## src/rtl/hangman_datapath.sv

```systemverilog
// Hangman game datapath: word ROM, LFSR word pick, guess latch, guessed mask, miss counter, win/lose flags.
// Optional display scanner enabled by HANGMAN_SCAN_EN (default build ties disp_sel/disp_char to 0).
module hangman_datapath #(
  parameter int NUM_WORDS = 8,
  parameter int MAX_TRIES = 7,
  parameter int SCAN_DIV  = 1024
) (
  input  logic       clk,
  input  logic       reset_n,
  input  logic [7:0] in_char,
  input  logic       en_input_char,
  input  logic       en_word_index,
  input  logic [2:0] s_guessed_letters,
  input  logic       en_guessed_letters,
  input  logic       s_tries,
  input  logic       en_tries,
  input  logic       s_win,
  input  logic       en_win,
  input  logic       s_lose,
  input  logic       en_lose,
  output logic [4:0] input_char_eq_word,
  output logic       guessed_letters_is_done,
  output logic       tries_eq_7,
  output logic [4:0] guessed,
  output logic [2:0] tries,
  output logic       win,
  output logic       lose,
  output logic [2:0] disp_sel,
  output logic [7:0] disp_char
);

  localparam logic [2:0] IDX_MASK  = 3'(NUM_WORDS - 1);
  localparam logic [2:0] TRIES_MAX = 3'(MAX_TRIES);
  localparam logic [2:0] TRIES_FIN = 3'(MAX_TRIES - 1);

  if (SCAN_DIV < 2 || NUM_WORDS < 2 || NUM_WORDS > 8 || MAX_TRIES < 1 || MAX_TRIES > 7) begin : g_bad_param
    $error("hangman_datapath: illegal parameter value");
  end

  function automatic logic [39:0] rom_word(input logic [2:0] idx);
    case (idx)
      3'd0:    return "APPLE";
      3'd1:    return "BRAVE";
      3'd2:    return "CHORD";
      3'd3:    return "DELTA";
      3'd4:    return "EAGLE";
      3'd5:    return "FLAME";
      3'd6:    return "GRAPE";
      default: return "HOUSE";
    endcase
  endfunction

  logic [5:0] lfsr_q, lfsr_d;
  logic [2:0] word_idx_q, word_idx_d;
  logic [7:0] guess_q, guess_d;
  logic [4:0] guessed_q, guessed_d;
  logic [2:0] tries_q, tries_d;
  logic       win_q, win_d;
  logic       lose_q, lose_d;
  logic [4:0] set_mask;
  logic [39:0] word_w;
  logic [7:0] letter [5];

  always_comb begin
    word_w = rom_word(word_idx_q);
    for (int k = 0; k < 5; k++) begin
      letter[k]             = word_w[39-8*k -: 8];
      input_char_eq_word[k] = (guess_q == letter[k]) && !guessed_q[k];
    end
  end

  always_comb begin
    lfsr_d     = {lfsr_q[4:0], lfsr_q[5] ^ lfsr_q[0]};
    word_idx_d = en_word_index ? (lfsr_q[2:0] & IDX_MASK) : word_idx_q;
    guess_d    = en_input_char ? in_char : guess_q;

    // Only codes 1..5 set a bit; 6 and 7 fall through as no-ops.
    set_mask = '0;
    if (en_guessed_letters && s_guessed_letters >= 3'd1 && s_guessed_letters <= 3'd5)
      set_mask = 5'b00001 << (s_guessed_letters - 3'd1);
    if (en_guessed_letters && s_guessed_letters == 3'd0)
      guessed_d = '0;
    else
      guessed_d = guessed_q | set_mask;

    tries_d = tries_q;
    win_d   = en_win  ? s_win  : win_q;
    lose_d  = en_lose ? s_lose : lose_q;
    // A tries clear is a new game and overrides any same-cycle win/lose write.
    if (en_tries) begin
      if (!s_tries) begin
        tries_d = '0;
        win_d   = 1'b0;
        lose_d  = 1'b0;
      end else if (tries_q < TRIES_MAX) begin
        tries_d = tries_q + 3'd1;
      end
    end
  end

  always_ff @(posedge clk or negedge reset_n) begin
    if (!reset_n) begin
      lfsr_q     <= 6'b000001;
      word_idx_q <= '0;
      guess_q    <= '0;
      guessed_q  <= '0;
      tries_q    <= '0;
      win_q      <= 1'b0;
      lose_q     <= 1'b0;
    end else begin
      lfsr_q     <= lfsr_d;
      word_idx_q <= word_idx_d;
      guess_q    <= guess_d;
      guessed_q  <= guessed_d;
      tries_q    <= tries_d;
      win_q      <= win_d;
      lose_q     <= lose_d;
    end
  end

  assign guessed_letters_is_done = &(guessed_q | set_mask);
  assign tries_eq_7 = (tries_q == TRIES_FIN);
  assign guessed    = guessed_q;
  assign tries      = tries_q;
  assign win        = win_q;
  assign lose       = lose_q;

`ifdef HANGMAN_SCAN_EN
  localparam int DIV_W = $clog2(SCAN_DIV);
  localparam logic [DIV_W-1:0] DIV_LAST = DIV_W'(SCAN_DIV - 1);

  logic [DIV_W-1:0] div_q, div_d;
  logic [2:0]       disp_sel_q, disp_sel_d;

  always_comb begin
    div_d      = div_q + 1'b1;
    disp_sel_d = disp_sel_q;
    if (div_q == DIV_LAST) begin
      div_d      = '0;
      disp_sel_d = (disp_sel_q == 3'd4) ? 3'd0 : disp_sel_q + 3'd1;
    end
  end

  always_ff @(posedge clk or negedge reset_n) begin
    if (!reset_n) begin
      div_q      <= '0;
      disp_sel_q <= '0;
    end else begin
      div_q      <= div_d;
      disp_sel_q <= disp_sel_d;
    end
  end

  // Mask is cleared in reset, so the display shows '_' while reset is held.
  assign disp_sel  = disp_sel_q;
  assign disp_char = guessed_q[disp_sel_q] ? letter[disp_sel_q] : 8'h5F;
`else
  assign disp_sel  = 3'd0;
  assign disp_char = 8'h00;
`endif

endmodule

```

## config.mk

```make
export PLATFORM = sky130hd
export DESIGN_NAME = hangman_datapath
export DESIGN_NICKNAME = d
export VERILOG_FILES = /design/src/rtl/hangman_datapath.sv
export SDC_FILE = /design/constraint.sdc
export NUM_CORES = 1
export LEC_CHECK = 0
export BUFFER_PORTS_ARGS = -buffer_cell sky130_fd_sc_hd__buf_4
export CAP_MARGIN = 40
export CORE_MARGIN = 3
export CORE_UTILIZATION = 47
export CTS_CLUSTER_DIAMETER = 150
export DETAILED_ROUTE_END_ITERATION = 6
export PLACE_DENSITY = 0.76
export SYNTH_ARGS = -nofsm -noshare
export SYNTH_HDL_FRONTEND = slang
export SYNTH_SLANG_ARGS = --single-unit
export TNS_END_PERCENT = 5
```

## constraint.sdc

```tcl
create_clock -name clk -period 2.3 [get_ports clk]
set_input_delay 0.115 -clock clk [delete_from_list [all_inputs] [get_ports clk]]
set_output_delay 0.115 -clock clk [all_outputs]
set_load 0.02 [all_outputs]
```

==> results.md, run 1 <==
* HPWL after DPL at 2.87 mm
* Clock Tree Buf Depth at 2
* Async set or reset register ratio after synthesis at 100%
* Drt wl/cell at 15.5 µm
* Largest net degree at the start of global routing at 28
* Worst-path clk slew at 0.09 ns
* Starting DRT DRC Count at 114
* XOR/XNOR share of the synthesized area at 8.60%
* Initial Utilization at 49.3%
* Root Buffer: clkbuf_8
* RSZ-0062 raised after global routing: true
* Area growth, synth to finish at 33.4%
* Synth Area per Inst at 9.03 µm²
* # setup viols final at 4
* Vias per cell at 5.42
* Util after Layout at 65.8%
* Pre-CTS setup slack at 0.00851 ns
* Most common cell after layout, fill and taps aside: buf_4
* Syn Inst Count at 203
* Core area at 3720 µm²
* WP data arrival at 2.27 ns
* Sequential fraction of the synthesis area at 36.9%
* Via Count at 1,622
* Fin. Hold Viols at 0
* TritonCTS buffer count at 3
* M1 WL at 1.91 mm
* DR top layer: met4
* Yosys warns at 0
* F_max at 419 MHz
* Share of layout cells above drive strength 1 at 41.0%
* Synth Cell Area at 1830 µm²
* Maxcap violations at 0
* CP max FO at 5
* # rows at 22
* Post-Route WL at 4.63 mm
* Critical Path RT at 2.18 ns
* Clk_lat worst skew at 0.28 ns
* Total Routing Usage GR at 20.5%
* Vias in the first global route at 1,545
* Synth Flop Type: dfrtp_1
* Initial antenna violation count at 0
* First-pass GRT wire length at 7.14 mm
* Layout Cells excl Fill at 299
* Synth Area in Compound Gates at 11.1%
* Die Wd at 68.5 µm
* Most frequent cells in the layout: buf_4 (53), dfrtp_1 (26), nor2_1 (18)
* Layout Nets at 281
* Die area at 4690 µm²
* Distinct cells, synth at 42
* DRC errors left at 0
* Tmin final at 2.39 ns
* Synth Area in Simple Gates at 20.0%
* H-Tree Level Count at 1
* Failing checks: negative setup slack
* Global route overflow at 0
* Post-synth EDFFs at 0
* Ports at 50
* Hold WC Path Type: input port to flop
* CP Capture Type: output pin
* Met2 routed WL at 2.23 mm
* Hold Slack at 0.0312 ns
* Clock skew at 0.00137 ns
* CTS tree: yes
* # diodes at 0
* Leak at 1.15 nW
* Sink Count at 27
* Largest family of logic cells by synthesized area: simple AND/OR/NAND/NOR gates
* Final worst setup slack at -0.0894 ns
* Post-DRT Antenna Nets at 0
* Maximum VDD drop at 0.219 mV
* Crit start category: flop
* Synth Register Bits at 27
* Gpl congestion at 0.950
* Period utilisation layout at 104%
* Power per standard cell area at 457 nW/µm²
* Synth Area in Adders at 4.78%
* WL met3 at 341 µm
* Slew Viols, Final at 0
* Die H at 68.5 µm
* Fraction of synthesized area in multiplexers at 8.40%
* Status: finished, violations left
* Dpl cells at 282
* CP Class: flop to output pin
* I/O Buffers at 38
* Drt pass-1 iters at 4
[cell usage after synthesis (all sizes together), types with 2 or more instances]
| master | number | area share, % |
|---|---|---|
| ha | 7 | 4.8 |
| nor4 | 3 | 1.4 |
| clkbuf | 6 | 1.2 |
| inv | 7 | 1.4 |
| a21oi | 7 | 1.9 |
| xor2 | 12 | 5.7 |
| nor3 | 12 | 3.3 |
| o22ai | 2 | 0.68 |
| mux2 | 11 | 6.8 |
| a32oi | 2 | 0.96 |
| mux2i | 3 | 1.6 |
| nand2 | 16 | 3.3 |
| nand2b | 5 | 2.1 |
| dfrtp | 26 | 35 |
| o21ai | 12 | 3.3 |
| buf | 18 | 7.3 |
| nand3 | 12 | 3.5 |
| nor2 | 19 | 3.9 |
| xnor2 | 6 | 2.9 |
[kinds of logic after synthesis]
| logic type | count (synthesis) |
|---|---|
| AND/OR/NAND/NOR | 73 |
| AO/OA/AOI/OAI | 32 |
| buffers and inverters | 31 |
| flip-flops | 27 |
| XOR/XNOR | 18 |
| multiplexers | 14 |
| adder cells (fa/ha/maj) | 7 |
| other | 1 |
[sequential cells by signal (all words and copies together) (netlist names)]
name	cells
guess_q	8
lfsr_q	6
lose	1
tries	3
guessed	5
word_idx_q	3
win	1
[power by group]
part           internal, mW  switching (mW)
registers             0.510          0.0561
logic                 0.130           0.146
clock network         0.122           0.154
[critical path, stage by stage (launching register included)]
cell and delay [ns]:
dfrtp_1 0.45, inv_2 0.10, ha_4 0.17, buf_6 0.13, nor3_4 0.21, buf_4 0.15, a32o_1 0.16, nand3_1 0.17
a311oi_2 0.29, buf_4 0.18
[through the flow]
| stage | instance area [µm²] | setup TNS (ns) | total power [mW] |
|---|---|---|---|
| after floorplan | 1880 | 0 | 0.738 |
| after global placement | 2120 | 0 | 0.829 |
| final | 2440 | -0.247 | 1.12 |
| after CTS | 2390 | -0.116 | 1.11 |
| after detailed placement | 2120 | 0 | 0.835 |
| after global routing | 2440 | -0.850 | 1.18 |
[routing by layer]
layer / GRT usage (%) / up-vias
li1: - / 773
met1: 26.7 / 756
met2: 32.3 / 79
met3: 4.43 / 14
met4: 9.18 / 0
met5: 0 / -
[path summary, 6_finish.rpt]
kind,from,endpoint,cells past startpoint,slack (ns)
hold reg to reg,lfsr_q[4],lfsr_q[5],0,0.36
max in group asynchronous,reset_n,lfsr_q[0],2,1.72
setup / recovery,word_idx_q[0],input_char_eq_word[3],9,-0.09
setup reg to reg,tries[0],tries[1],4,1.12
hold / removal,en_tries,tries[2],2,0.03
min in group asynchronous,reset_n,guess_q[5],2,0.28
[what timing repair did]
item | 4_1_cts | 5_1_grt
endpoints found under the setup margin | 5 | 5
resized for setup | 26 | 11
hold endpoints to repair | 26 | 0
gates cloned | 0 | 0
setup buffers | 12 | 0
pin swaps | 9 | 6
hold buffers | 1 | 0
[layout make-up]
| class | instances | area [µm²] |
|---|---|---|
| fillers | 302 | 1270 |
| multi-input cells | 155 | 1180 |
| flip-flops and latches | 27 | 677 |
| repair buffers | 58 | 453 |
| well taps | 48 | 60.1 |
| clock buffers | 3 | 41.3 |
| inverters | 7 | 26.3 |
| clock inverters | 1 | 5.00 |
(Power assumes the default switching activity.)
==> run 2, diff against run 1 <==
--- a/config.mk
+++ b/config.mk
@@ -8,10 +8,11 @@
 export BUFFER_PORTS_ARGS = -buffer_cell sky130_fd_sc_hd__buf_4
 export CAP_MARGIN = 40
 export CORE_MARGIN = 3
-export CORE_UTILIZATION = 47
+export CORE_UTILIZATION = 49
+export CTS_BUF_LIST = sky130_fd_sc_hd__clkbuf_8
 export CTS_CLUSTER_DIAMETER = 150
 export DETAILED_ROUTE_END_ITERATION = 6
-export PLACE_DENSITY = 0.76
+export PLACE_DENSITY = 0.78
 export SYNTH_ARGS = -nofsm -noshare
 export SYNTH_HDL_FRONTEND = slang
 export SYNTH_SLANG_ARGS = --single-unit
==> run 2 against run 1 <==
  * The flow still finishes with violations (negative setup slack)
  * Final cell count shrank 0.33%
  * Sequential cell count is the same
  * Clock power fell by 4%
  * Worst setup slack better by 0.049 ns
  * Largest power group unchanged
  * Via count down 1.8%
==> results.md, run 2 (synthesis results as in run 1) <==
* Starting DRT DRC Count at 125
* Drt pass-1 iters at 4
* Fin. Hold Viols at 0
* CP Capture Type: output pin
* Gpl congestion at 0.929
* Post-Route WL at 4.21 mm
* Post-route cell area at 2390 µm²
* HPWL after DPL at 2.94 mm
* Most common cell after layout, fill and taps aside: buf_4
* Initial Utilization at 52.8%
* Core area at 3470 µm²
* Global route overflow at 0
* WP data arrival at 2.23 ns
* Largest net degree at the start of global routing at 28
* H-Tree Level Count at 1
* DRC errors left at 0
* # setup viols final at 1
* TritonCTS buffer count at 3
* Final worst setup slack at -0.0403 ns
* Maxcap violations at 0
* Failing checks: negative setup slack
* Sequential power share at 52.0%
* Combinational share of power at 23.9%
* Sink Count at 27
* Ports at 50
* CP Class: flop to output pin
* Clock skew at 0.00109 ns
* Net Sw Frac at 31.2%
* F_max at 427 MHz
* Vias in the first global route at 1,504
* Die Wd at 67.2 µm
* Status: finished, violations left
* Layout Nets at 282
* Maximum VDD drop at 0.334 mV
* Most frequent cells in the layout: buf_4 (54), dfrtp_1 (26), nor2_1 (18)
* Setup_tns at -0.0403 ns
* Number of fill cells at 267
* Root Buffer: clkbuf_8
* CP max FO at 3
* Power Internal at 0.757 mW
* Post-DRT Antenna Nets at 0
* Drt wl/cell at 14.1 µm
* Pre-CTS setup slack at 0.00544 ns
* I/O Buffers at 38
* Dpl cell area at 2110 µm²
* First-pass GRT wire length at 6.87 mm
* # diodes at 0
* Psw at 0.343 mW
* Worst-path clk slew at 0.09 ns
* Slew Viols, Final at 0
* Power per standard cell area at 459 nW/µm²
* Power Total at 1.10 mW
* Period utilisation layout at 102%
* Hold Crit Depth at 2
* Share of layout cells above drive strength 1 at 39.3%
* Total Routing Usage GR at 19.9%
* Clock power share at 24.0%
* Leak at 1.13 nW
* Via Count at 1,593
* Hold WC Path Type: input port to flop
* Initial antenna violation count at 0
* Most flops, register: guess_q
* Vias per cell at 5.35
* Tmin final at 2.34 ns
* # rows at 21
* Die area at 4510 µm²
* CTS tree: yes
* Clock Tree Buf Depth at 2
* Worst Reg-to-Reg Cells at 4
* Max reg flops at 8
* Crit start category: flop
* Clk_lat worst skew at 0.27 ns
* Area growth, synth to finish at 30.6%
* RSZ-0062 raised after global routing: true
* Critical Path RT at 2.18 ns
* Die H at 67.2 µm
* Reg-to-reg slack, setup at 1.11 ns
[run 2: worst paths after layout]
| kind | from | end |
|---|---|---|
| min in group asynchronous | reset_n | guess_q[0] |
| max in group asynchronous | reset_n | lfsr_q[0] |
| hold / removal | en_tries | tries[2] |
| setup reg to reg | tries[0] | tries[1] |
| setup / recovery | word_idx_q[0] | input_char_eq_word[1] |
| hold reg to reg | lfsr_q[4] | lfsr_q[5] |
[run 2: repair_timing]
item	4_1_cts	5_1_grt
hold endpoints to repair	26	0
endpoints found under the setup margin	4	4
pin swaps	5	6
buffers inserted	8	6
gates resized for setup	12	15
gates cloned	0	0
hold buffers	1	0
[run 2: power groups by stage]
stage          combinational (mW)  clock [mW]  sequential [mW]
6_report                    0.263       0.264            0.572
5_1_grt                     0.290       0.298            0.579
4_1_cts                     0.258       0.276            0.568
3_5_place_dp                0.255           0            0.577
3_3_place_gp                0.250           0            0.576
2_1_floorplan               0.165           0            0.572
[run 2: layout make-up]
cell class	count	area [µm²]	share of cell area (%)
Clock buffer	3	41.3	1.73
Clock inverter	1	5.00	0.209
Inverter	7	26.3	1.10
Multi-Input combinational cell	155	1130	47.0
Sequential cell	27	677	28.3
Tap cell	46	57.6	2.40
Timing Repair Buffer	59	460	19.2
[run 2: routing by layer]
layer	vias up	GRT usage, %	wire length, µm
met5	-	0	0
met4	0	7.34	48
met3	5	2.66	210
met2	51	32.5	2120
met1	760	27.0	1830
li1	777	-	-
[run 2: worst max-delay path, stage by stage, from the launching register on]
cell and delay (ns):
dfrtp_1 0.39, inv_2 0.08, ha_2 0.19, or3_4 0.40, nand3_2 0.09, xor2_1 0.06
or4_4 0.44, nor4_4 0.13, buf_4 0.17
[run 2: metrics by stage]
step,hold slack (ns),cells,utilization [%]
after detailed placement,0.0435,279,61.0
after floorplan,-0.181,213,-
after global routing,0.0303,298,69.0
after global placement,0.0362,279,61.0
final,0.0421,298,69.0
after CTS,0.0316,292,65.7
